$ cat src/rtl/video_pkg.sv
// Shared definitions for the VGA synchronization core: default resolution
// and the frame sequencer state encoding.
package video_pkg;

  localparam int H_ACTIVE = 640;
  localparam int V_ACTIVE = 480;

  typedef enum logic [1:0] {
    IDLE  = 2'd0,
    CLEAR = 2'd1,
    RUN   = 2'd2,
    DRAIN = 2'd3
  } fsq_state_t;

endpackage

$ cat src/rtl/frame_counter.sv
// Raster position counter: advances one pixel per inc, wraps at frame end.
// sync_clr has priority over inc; position updates the cycle after the request.
module frame_counter
  import video_pkg::*;
#(
  parameter int HMAX = H_ACTIVE,
  parameter int VMAX = V_ACTIVE
) (
  input  logic        clk,
  input  logic        reset,
  input  logic        inc,
  input  logic        sync_clr,
  output logic [10:0] hcount,
  output logic [10:0] vcount,
  output logic        frame_start,
  output logic        frame_end
);

  logic [10:0] h_q;
  logic [10:0] v_q;
  logic        line_end;
  logic        last_line;

  assign line_end    = (h_q == 11'(HMAX - 1));
  assign last_line   = (v_q == 11'(VMAX - 1));
  assign frame_start = (h_q == 11'd0) && (v_q == 11'd0);
  assign frame_end   = line_end && last_line;
  assign hcount      = h_q;
  assign vcount      = v_q;

  always_ff @(posedge clk or posedge reset) begin
    if (reset) begin
      h_q <= 11'd0;
      v_q <= 11'd0;
    end else if (sync_clr) begin
      h_q <= 11'd0;
      v_q <= 11'd0;
    end else if (inc) begin
      if (line_end) begin
        h_q <= 11'd0;
        v_q <= last_line ? 11'd0 : v_q + 11'd1;
      end else begin
        h_q <= h_q + 11'd1;
      end
    end
  end

endmodule

$ cat src/rtl/frame_seq_ctrl.sv
// Frame sequencer: runs whole frames from (0,0), first slot two cycles after start,
// done one cycle after the last eof; pix_ready low holds the offered slot unchanged.
module frame_seq_ctrl
  import video_pkg::*;
#(
  parameter int HMAX = H_ACTIVE,
  parameter int VMAX = V_ACTIVE,
  parameter int FCW  = 16
) (
  input  logic           clk,
  input  logic           reset,
  input  logic           start,
  input  logic           stop,
  input  logic [FCW-1:0] num_frames,
  output logic           busy,
  output logic           done,
  output logic [FCW-1:0] frames_done,
  output logic           pix_valid,
  input  logic           pix_ready,
  output logic           pix_sof,
  output logic           pix_eof,
  output logic [10:0]    hcount,
  output logic [10:0]    vcount
);

  fsq_state_t     state_q, state_d;
  logic [FCW-1:0] frames_done_q;
  logic [FCW-1:0] frames_next;
  logic [FCW-1:0] target_q;
  logic           stop_pend;
  logic           done_q;
  logic           cnt_inc;
  logic           cnt_sync_clr;
  logic           frame_start;
  logic           frame_end;
  logic           frame_cmpl;
  logic           target_hit;
  logic           run_exit;
  logic           start_acc;

  frame_counter #(
    .HMAX (HMAX),
    .VMAX (VMAX)
  ) u_frame_counter (
    .clk         (clk),
    .reset       (reset),
    .inc         (cnt_inc),
    .sync_clr    (cnt_sync_clr),
    .hcount      (hcount),
    .vcount      (vcount),
    .frame_start (frame_start),
    .frame_end   (frame_end)
  );

  assign pix_valid   = (state_q == RUN) || (state_q == DRAIN);
  assign cnt_inc     = pix_valid & pix_ready;
  assign pix_sof     = pix_valid & frame_start;
  assign pix_eof     = pix_valid & frame_end;
  assign frame_cmpl  = cnt_inc & frame_end;
  assign frames_next = frames_done_q + FCW'(1);
  assign target_hit  = (target_q != '0) && (frames_next == target_q);
  assign start_acc   = (state_q == IDLE) && start;
  assign busy        = (state_q != IDLE);
  assign done        = done_q;
  assign frames_done = frames_done_q;

  always_comb begin
    state_d      = state_q;
    cnt_sync_clr = 1'b0;
    run_exit     = 1'b0;
    case (state_q)
      IDLE: begin
        if (start) state_d = CLEAR;
      end
      CLEAR: begin
        cnt_sync_clr = 1'b1;
        state_d      = (stop || stop_pend) ? DRAIN : RUN;
      end
      RUN: begin
        // A stop landing on the completing slot ends the run right there.
        if (frame_cmpl && (target_hit || stop)) begin
          state_d  = IDLE;
          run_exit = 1'b1;
        end else if (stop) begin
          state_d = DRAIN;
        end
      end
      DRAIN: begin
        if (frame_cmpl) begin
          state_d  = IDLE;
          run_exit = 1'b1;
        end
      end
      default: state_d = IDLE;
    endcase
  end

  always_ff @(posedge clk or posedge reset) begin
    if (reset) begin
      state_q       <= IDLE;
      done_q        <= 1'b0;
      frames_done_q <= '0;
      target_q      <= '0;
      stop_pend     <= 1'b0;
    end else begin
      state_q <= state_d;
      done_q  <= run_exit;
      if (start_acc) begin
        frames_done_q <= '0;
        target_q      <= num_frames;
        stop_pend     <= 1'b0;
      end else begin
        if (frame_cmpl) frames_done_q <= frames_next;
        if ((state_q == CLEAR) && stop) stop_pend <= 1'b1;
      end
    end
  end

endmodule
$ cat config.mk
export PLATFORM = sky130hd
export DESIGN_NAME = frame_seq_ctrl
export DESIGN_NICKNAME = d
export VERILOG_FILES = /design/src/rtl/video_pkg.sv /design/src/rtl/frame_counter.sv /design/src/rtl/frame_seq_ctrl.sv
export SDC_FILE = /design/constraint.sdc
export NUM_CORES = 1
export LEC_CHECK = 0
export ABC_AREA = 1
export BUFFER_PORTS_ARGS = -buffer_cell sky130_fd_sc_hd__clkbuf_2
export CAP_MARGIN = 5
export CORE_MARGIN = 4
export CORE_UTILIZATION = 44
export DETAILED_ROUTE_END_ITERATION = 8
export PLACE_DENSITY_LB_ADDON = 0.05
export SLEW_MARGIN = 10
export SYNTH_ARGS = -nofsm -noshare
export SYNTH_HDL_FRONTEND = slang
export SYNTH_SLANG_ARGS = --single-unit
$ cat constraint.sdc
create_clock -name clk -period 3.2 [get_ports clk]
set_input_delay 0.16 -clock clk [delete_from_list [all_inputs] [get_ports clk]]
set_output_delay 0.16 -clock clk [all_outputs]
set_load 0.005 [all_outputs]
# After elaboration in Yosys (flattened, before gate mapping)
# Cells that the tools add are included.
# word_totals
reg_bits,58
out_inout_bits,43
in_bits,21
# op_classes
eq_ne,9
muxes,21
n_bitwise,4
n_reduce_logical,20
n_addsub,3
# op_table
operator,n
$mux W11,7
$mux W16,2
$add A11 B1 Y11 const B,2
$logic_not A11 Y1,2
$add A16 B1 Y16 const B,1
$eq A16 B16 Y1,1
$reduce_bool A16 Y1,1
$eq A11 B10 Y1 const B,1
$eq A11 B9 Y1 const B,1
$reduce_bool A2 Y1,5
$mux W2,4
$pmux W2 S4,1
$logic_and A1 B1 Y1,6
$mux W1,6
$and A1 B1 Y1,4
$eq A2 B2 Y1 const B,2
$ne A2 B2 Y1 const B,2
$logic_or A1 B1 Y1,3
$ne A3 B2 Y1 const B,1
$reduce_and A3 Y1,1
$eq A2 B1 Y1 const B,1
$logic_not A2 Y1,1
$pmux W1 S2,1
$reduce_and A2 Y1,1

# Depth between registers and ports, before layout
# depth
depth_word,7
mapped_depth,18

# Modules after synthesis
# From an unflattened synthesis, not the netlist that was laid out.
# hier_totals
hier_cells,522
hier_area_um2,3663.5
# by_module_without_submodules
mod,n_inst,area_each_um2,seq_area_each_um2,cells_each
frame_seq_ctrl,1,2217.1,900.9,324
frame_counter,1,1446.4,550.5,198

# Least setup slack after synthesis
# OpenSTA, ideal clock, no wires.
# synth_timing
path_type,register to register
start,"reg frames_done_q[0], in the netlist frames_done[0]"
end,reg state_q[1]
t_required_ns,3.079
setup_time_ns,0.121
t_arrival_ns,1.796
slack_ns,1.283
n_path_buf,0
path_stages_with_launch,17
period_less_slack_ns,1.917
path_cell_list,dfrtp_1 -> ha_1 -> or2_2 -> nand3_1 -> nand2_1 -> nor2_1 -> o21ai_0 -> nor2_1 -> nand2_1 -> nor2_1 -> nand2_1 -> nand2_1 -> nand2_2 -> nand2_1 -> nand2_1 -> nand2_1 -> nand2_1
# synth_between
elab_chain_len,7
elab_cells_between_ends,9
classes_between,1 x add/sub; 2 x eq/ne; 2 x mux; 4 x reduce/logical
# synth_rtl
item,line,text
start: declaration,frame_seq_ctrl.sv:27,logic [FCW-1:0] frames_done_q;
start signal: assignment,frame_seq_ctrl.sv:113,if (frame_cmpl) frames_done_q <= frames_next;
$add A16 B1 Y16 (*),frame_seq_ctrl.sv:60,assign frames_next = frames_done_q + FCW'(1);
$eq A16 B16 Y1 (*),frame_seq_ctrl.sv:61,assign target_hit = (target_q != '0) && (frames_next == target_q);
$logic_and A1 B1 Y1 (*),frame_seq_ctrl.sv:61,
$logic_or A1 B1 Y1 (*),frame_seq_ctrl.sv:81,if (frame_cmpl && (target_hit || stop)) begin
$logic_and A1 B1 Y1 (*),frame_seq_ctrl.sv:81,
$mux W2 or $ne A3 B2 Y1 (tied branches),-,
$pmux W2 S4 or $reduce_and A3 Y1 (tied branches),-,
end signal: assignment,frame_seq_ctrl.sv:106,state_q <= state_d;
end: declaration,frame_seq_ctrl.sv:26,"fsq_state_t state_q, state_d;"
# Every way passes the cells marked *; elsewhere a longest branch is shown, timed or not.
# A chain may end at the register's enable or synchronous reset.

# Worst setup path after layout
# Same ends and word-level chain as after synthesis.

==> parameters.txt <==
Parameter                              Value

Synthesis
  Number of enable-type register cells in the synthesized netlist ... 0
  Most common flop cell mapped by yosys ... dfrtp_1
  Number of library cell types mapped by synthesis ... 38
  Portion of synthesized cell area occupied by the leading cell type ... 42.46%
  Syn Nets ... between 400 and 500
  Post-synthesis register bit count ... 58
  Cell Area, Synth ... 3418 um^2
  Most common cell in the netlist ... nand2_1
  Cell type contributing the most total cell area after synthesis ... dfrtp_1
  Portion of the post-synthesis area used by sequential elements ... 42.46%
  Synth top area cells ... dfrtp_1 42%, nand2_1 14%, inv_1 6.7%
  Mapped Cells ... ~470
  Syn. warnings ... 0
  Share of async-settable or async-resettable flops after synthesis ... 100.0%
  Average cell area after synthesis ... approximately 7.3 um^2
  Commonest cells post-synth ... 127 x nand2_1, 61 x inv_1, 58 x dfrtp_1

Pwr
  Part of the power in combinational logic ... 31.6%
  Switch share ... between 30% and 40%
  Part of the power in registers ... 37.2%
  Internal Dissipation ... 1.752 mW
  Power per cell area ... 678.8 nW/um^2
  Clock network fraction of total power ... 31.2%
  Tot Pwr ... 2.776 mW
  Leakage power ... 1.994 nW
  Worst-case vdd ir drop ... 329.4 uV
  Switch Pwr ... slightly above 1 mW

Clocking
  Number of setup buffers added after CTS ... 0
  Clock latency of the later-clocked register in the worst-skew pair ... 0.34 ns
  Count of instances resized after the clock tree is built ... 0
  Number of clock sinks ... 58
  Clock buffers created by TritonCTS ... 9
  CTS Root Cell ... clkbuf_8
  Clock edge transition at the registers on the reported setup and hold paths ... 0.08 ns
  Clock buffer depth ... 2
  CTS tree ... yes
  CTS Hold Buffers Added ... 0
  H-Tree Depth ... 3

Floorplan
  Core Footprint ... 7408 um^2
  Die area ... a little over 9000 um^2
  Row count ... 31
  Die width ... 96.14 um
  Floorplan die height ... between 90 and 100 um
  Initial core utilization ... 46.14%
  Top Ports ... 64

Worst setup path
  R2r startpoint ... frames_done[0]
  Worst-path cell with the longest stage delay ... dfrtp_1
  Cell type with the highest occurrence count on the critical path ... nand2_1
  Arrival time of data at the critical path endpoint ... 2.57 ns
  CP Max Fanout ... 9
  Class of the most critical setup path ... reg2reg
  Required time worst endpoint ... 3.41 ns
  Beginning of the critical path ... frames_done[0]
  Crit path cell chain ... ha_1 -> nand2_1 -> nor2_4 -> nand2_1 -> nand2_1 -> nand2_1 -> nand2_1 -> nand2_1 -> nor2_1 -> nand3_1 -> nor2_1 -> nand2_1 -> nand2_1 -> nand2_2 -> nand2_1 -> nand2_1 -> nand2_1 -> nand2_1
  Kind of start point of the critical path ... register
  Kind of capture point of the worst setup path ... register
  Highest cell delay on the worst timing path ... between 0.4 and 0.5 ns

Finish
  Total inserted antenna cells ... 0
  Nets ... 565
  Post-synthesis to final-layout area growth ... 19.66%
  Share of layout cells above drive strength 1 ... between 15 and 20%

Routing
  Routed length per instance ... about 14 um
  DR iter-0 viols ... approximately 120
  Antenna-violating nets left ... 0
  Drt via density ... ~5.1
  1st-pass router iterations ... 4
  Total Wirelength ... a little under 9000 um
  Count of vias placed by the detailed router ... 3301
  Number of remaining DRC errors ... 0

Placement
  IO buf count ... 63
  Final HPWL from detailed placement ... 6723 um
  Routability-driven placement congestion ratio ... 0.8465

STA
  TNS Setup ... 0 ns
  Max-slew violation total from the final report ... 0
  Final clock skew ... 0.01288 ns
  Final hold vios ... 18
  Min cycle time layout ... 2.353 ns
  Setup repair after global routing missed its margin ... no
  Transition at the pin with the smallest max-transition slack ... 0.8743 ns
  Normalized max-slew margin ... 41.63%
  Share of the clock period used by the worst path after layout ... 73.52%
  Hold WS ... -0.01786 ns
  Fmax achieved ... 0.4251 GHz
  # setup viols final ... 0

Global route
  Number of global-route vias before repair ... 3194
  Global-route wire length before repair ... approximately 15000 um
  Maximum number of pins on one net before global-route repair ... 42
  Initial antenna violation count ... 0
  Grt ovf ... 0
  GRT Overall Usage ... around a fifth

Min path
  Path category of the worst min-delay check ... in2async

Flow run
  MaxCap Viol Count ... 0

Outcome
  Result of the run ... complete, but fails checks
  Violated checks ... negative hold slack
==> metrics by stage <==
step | cell area [um^2] | hold WS (ns) | worst slack, ns | utilization (%) | std cells
2_1_floorplan | 3418 | 0.2766 | 1.283 | - | 471
3_3_place_gp | 3839 | 0.3647 | 0.9734 | 51.82 | 627
3_5_place_dp | 3839 | 0.3730 | 0.8804 | 51.82 | 627
4_1_cts | 4090 | 0.01649 | 0.8575 | 55.21 | 643
5_1_grt | 4090 | 0.03320 | 0.5232 | 55.21 | 643
6_report | 4090 | -0.01786 | 0.8473 | 55.21 | 643
==> power groups by stage <==
stage	sequential (mW)	combinational (mW)	clock [mW]
after CTS	1.03	0.883	0.873
after detailed placement	1.04	0.878	0
after global routing	1.05	1.01	0.907
final	1.03	0.877	0.866
after global placement	1.04	0.876	0
after floorplan	0.996	0.645	0
==> worst max-delay path, delay by kind of cell, from the launching register on <==
kind	cells	cell delay (ns)
and+or+nand+nor	17	1.57
adders and majority gates	1	0.22
DFF	1	0.46
==> worst paths after layout <==
path	endpoint	slack [ns]	depth (start not counted)
setup / recovery	state_q[1]	0.85	18
hold / removal	u_frame_counter.hcount[2]	-0.02	2
setup reg to reg	state_q[1]	0.85	18
hold reg to reg	stop_pend	0.53	2
max in group asynchronous	frames_done[13]	2.43	3
min in group clk	target_q[1]	0.02	3
==> layer usage <==
metal  global-route usage [%]  part of all wire (%)  routed length, um  vias up
met5                        0                     0                  0        -
li1                         -                     -                  -     1680
met3                    4.144                   4.7                418       17
met1                    25.16                    44               3888     1524
met2                    35.25                    50               4425       80
met4                    7.938                   2.1                183        0
==> state kept, by name, indices dropped and copies added (netlist names) <==
register / cells
state_q: 2
stop_pend: 1
u_frame_counter.hcount: 11
u_frame_counter.vcount: 11
target_q: 16
frames_done: 16
done: 1
==> cell usage in the layout, fill, tap and decap left out, types with 4 or more instances in the layout <==
cell and n:
o21ai_0 32, inv_2 6, nor2_2 6, nand3_1 45, o21ai_1 5, nand2_1 127, inv_1 60, clkbuf_8 11
clkbuf_2 63, xor2_1 4, nor2_4 4, o22ai_1 10, a21oi_1 12, a31oi_1 4, ha_1 5, nand4_1 12
dfrtp_1 58, nor3_1 15, nor2_1 37
==> final cells by class <==
class / count / area, um^2
clock buffer: 11 / 151.4
multi-input combinational: 337 / 1678
fill: 754 / 3318
tap: 99 / 123.9
clock inverter: 5 / 100.1
inverter: 68 / 255.2
timing repair buffer: 65 / 330.3
sequential: 58 / 1451
==> cell families (layout without fill, tap and decap cells) <==
kind of cell / count (synthesis) / after routing / share of synthesized area, %
buffers and inverters: 76 / 149 / 8.529
flip-flops: 58 / 58 / 42.46
AND/OR/NAND/NOR: 257 / 257 / 34.37
AO/OA/AOI/OAI: 70 / 70 / 11.53
adder cells (fa/ha/maj): 5 / 5 / 1.830
XOR/XNOR: 5 / 5 / 1.281
Power figures use the tool's default switching activity.
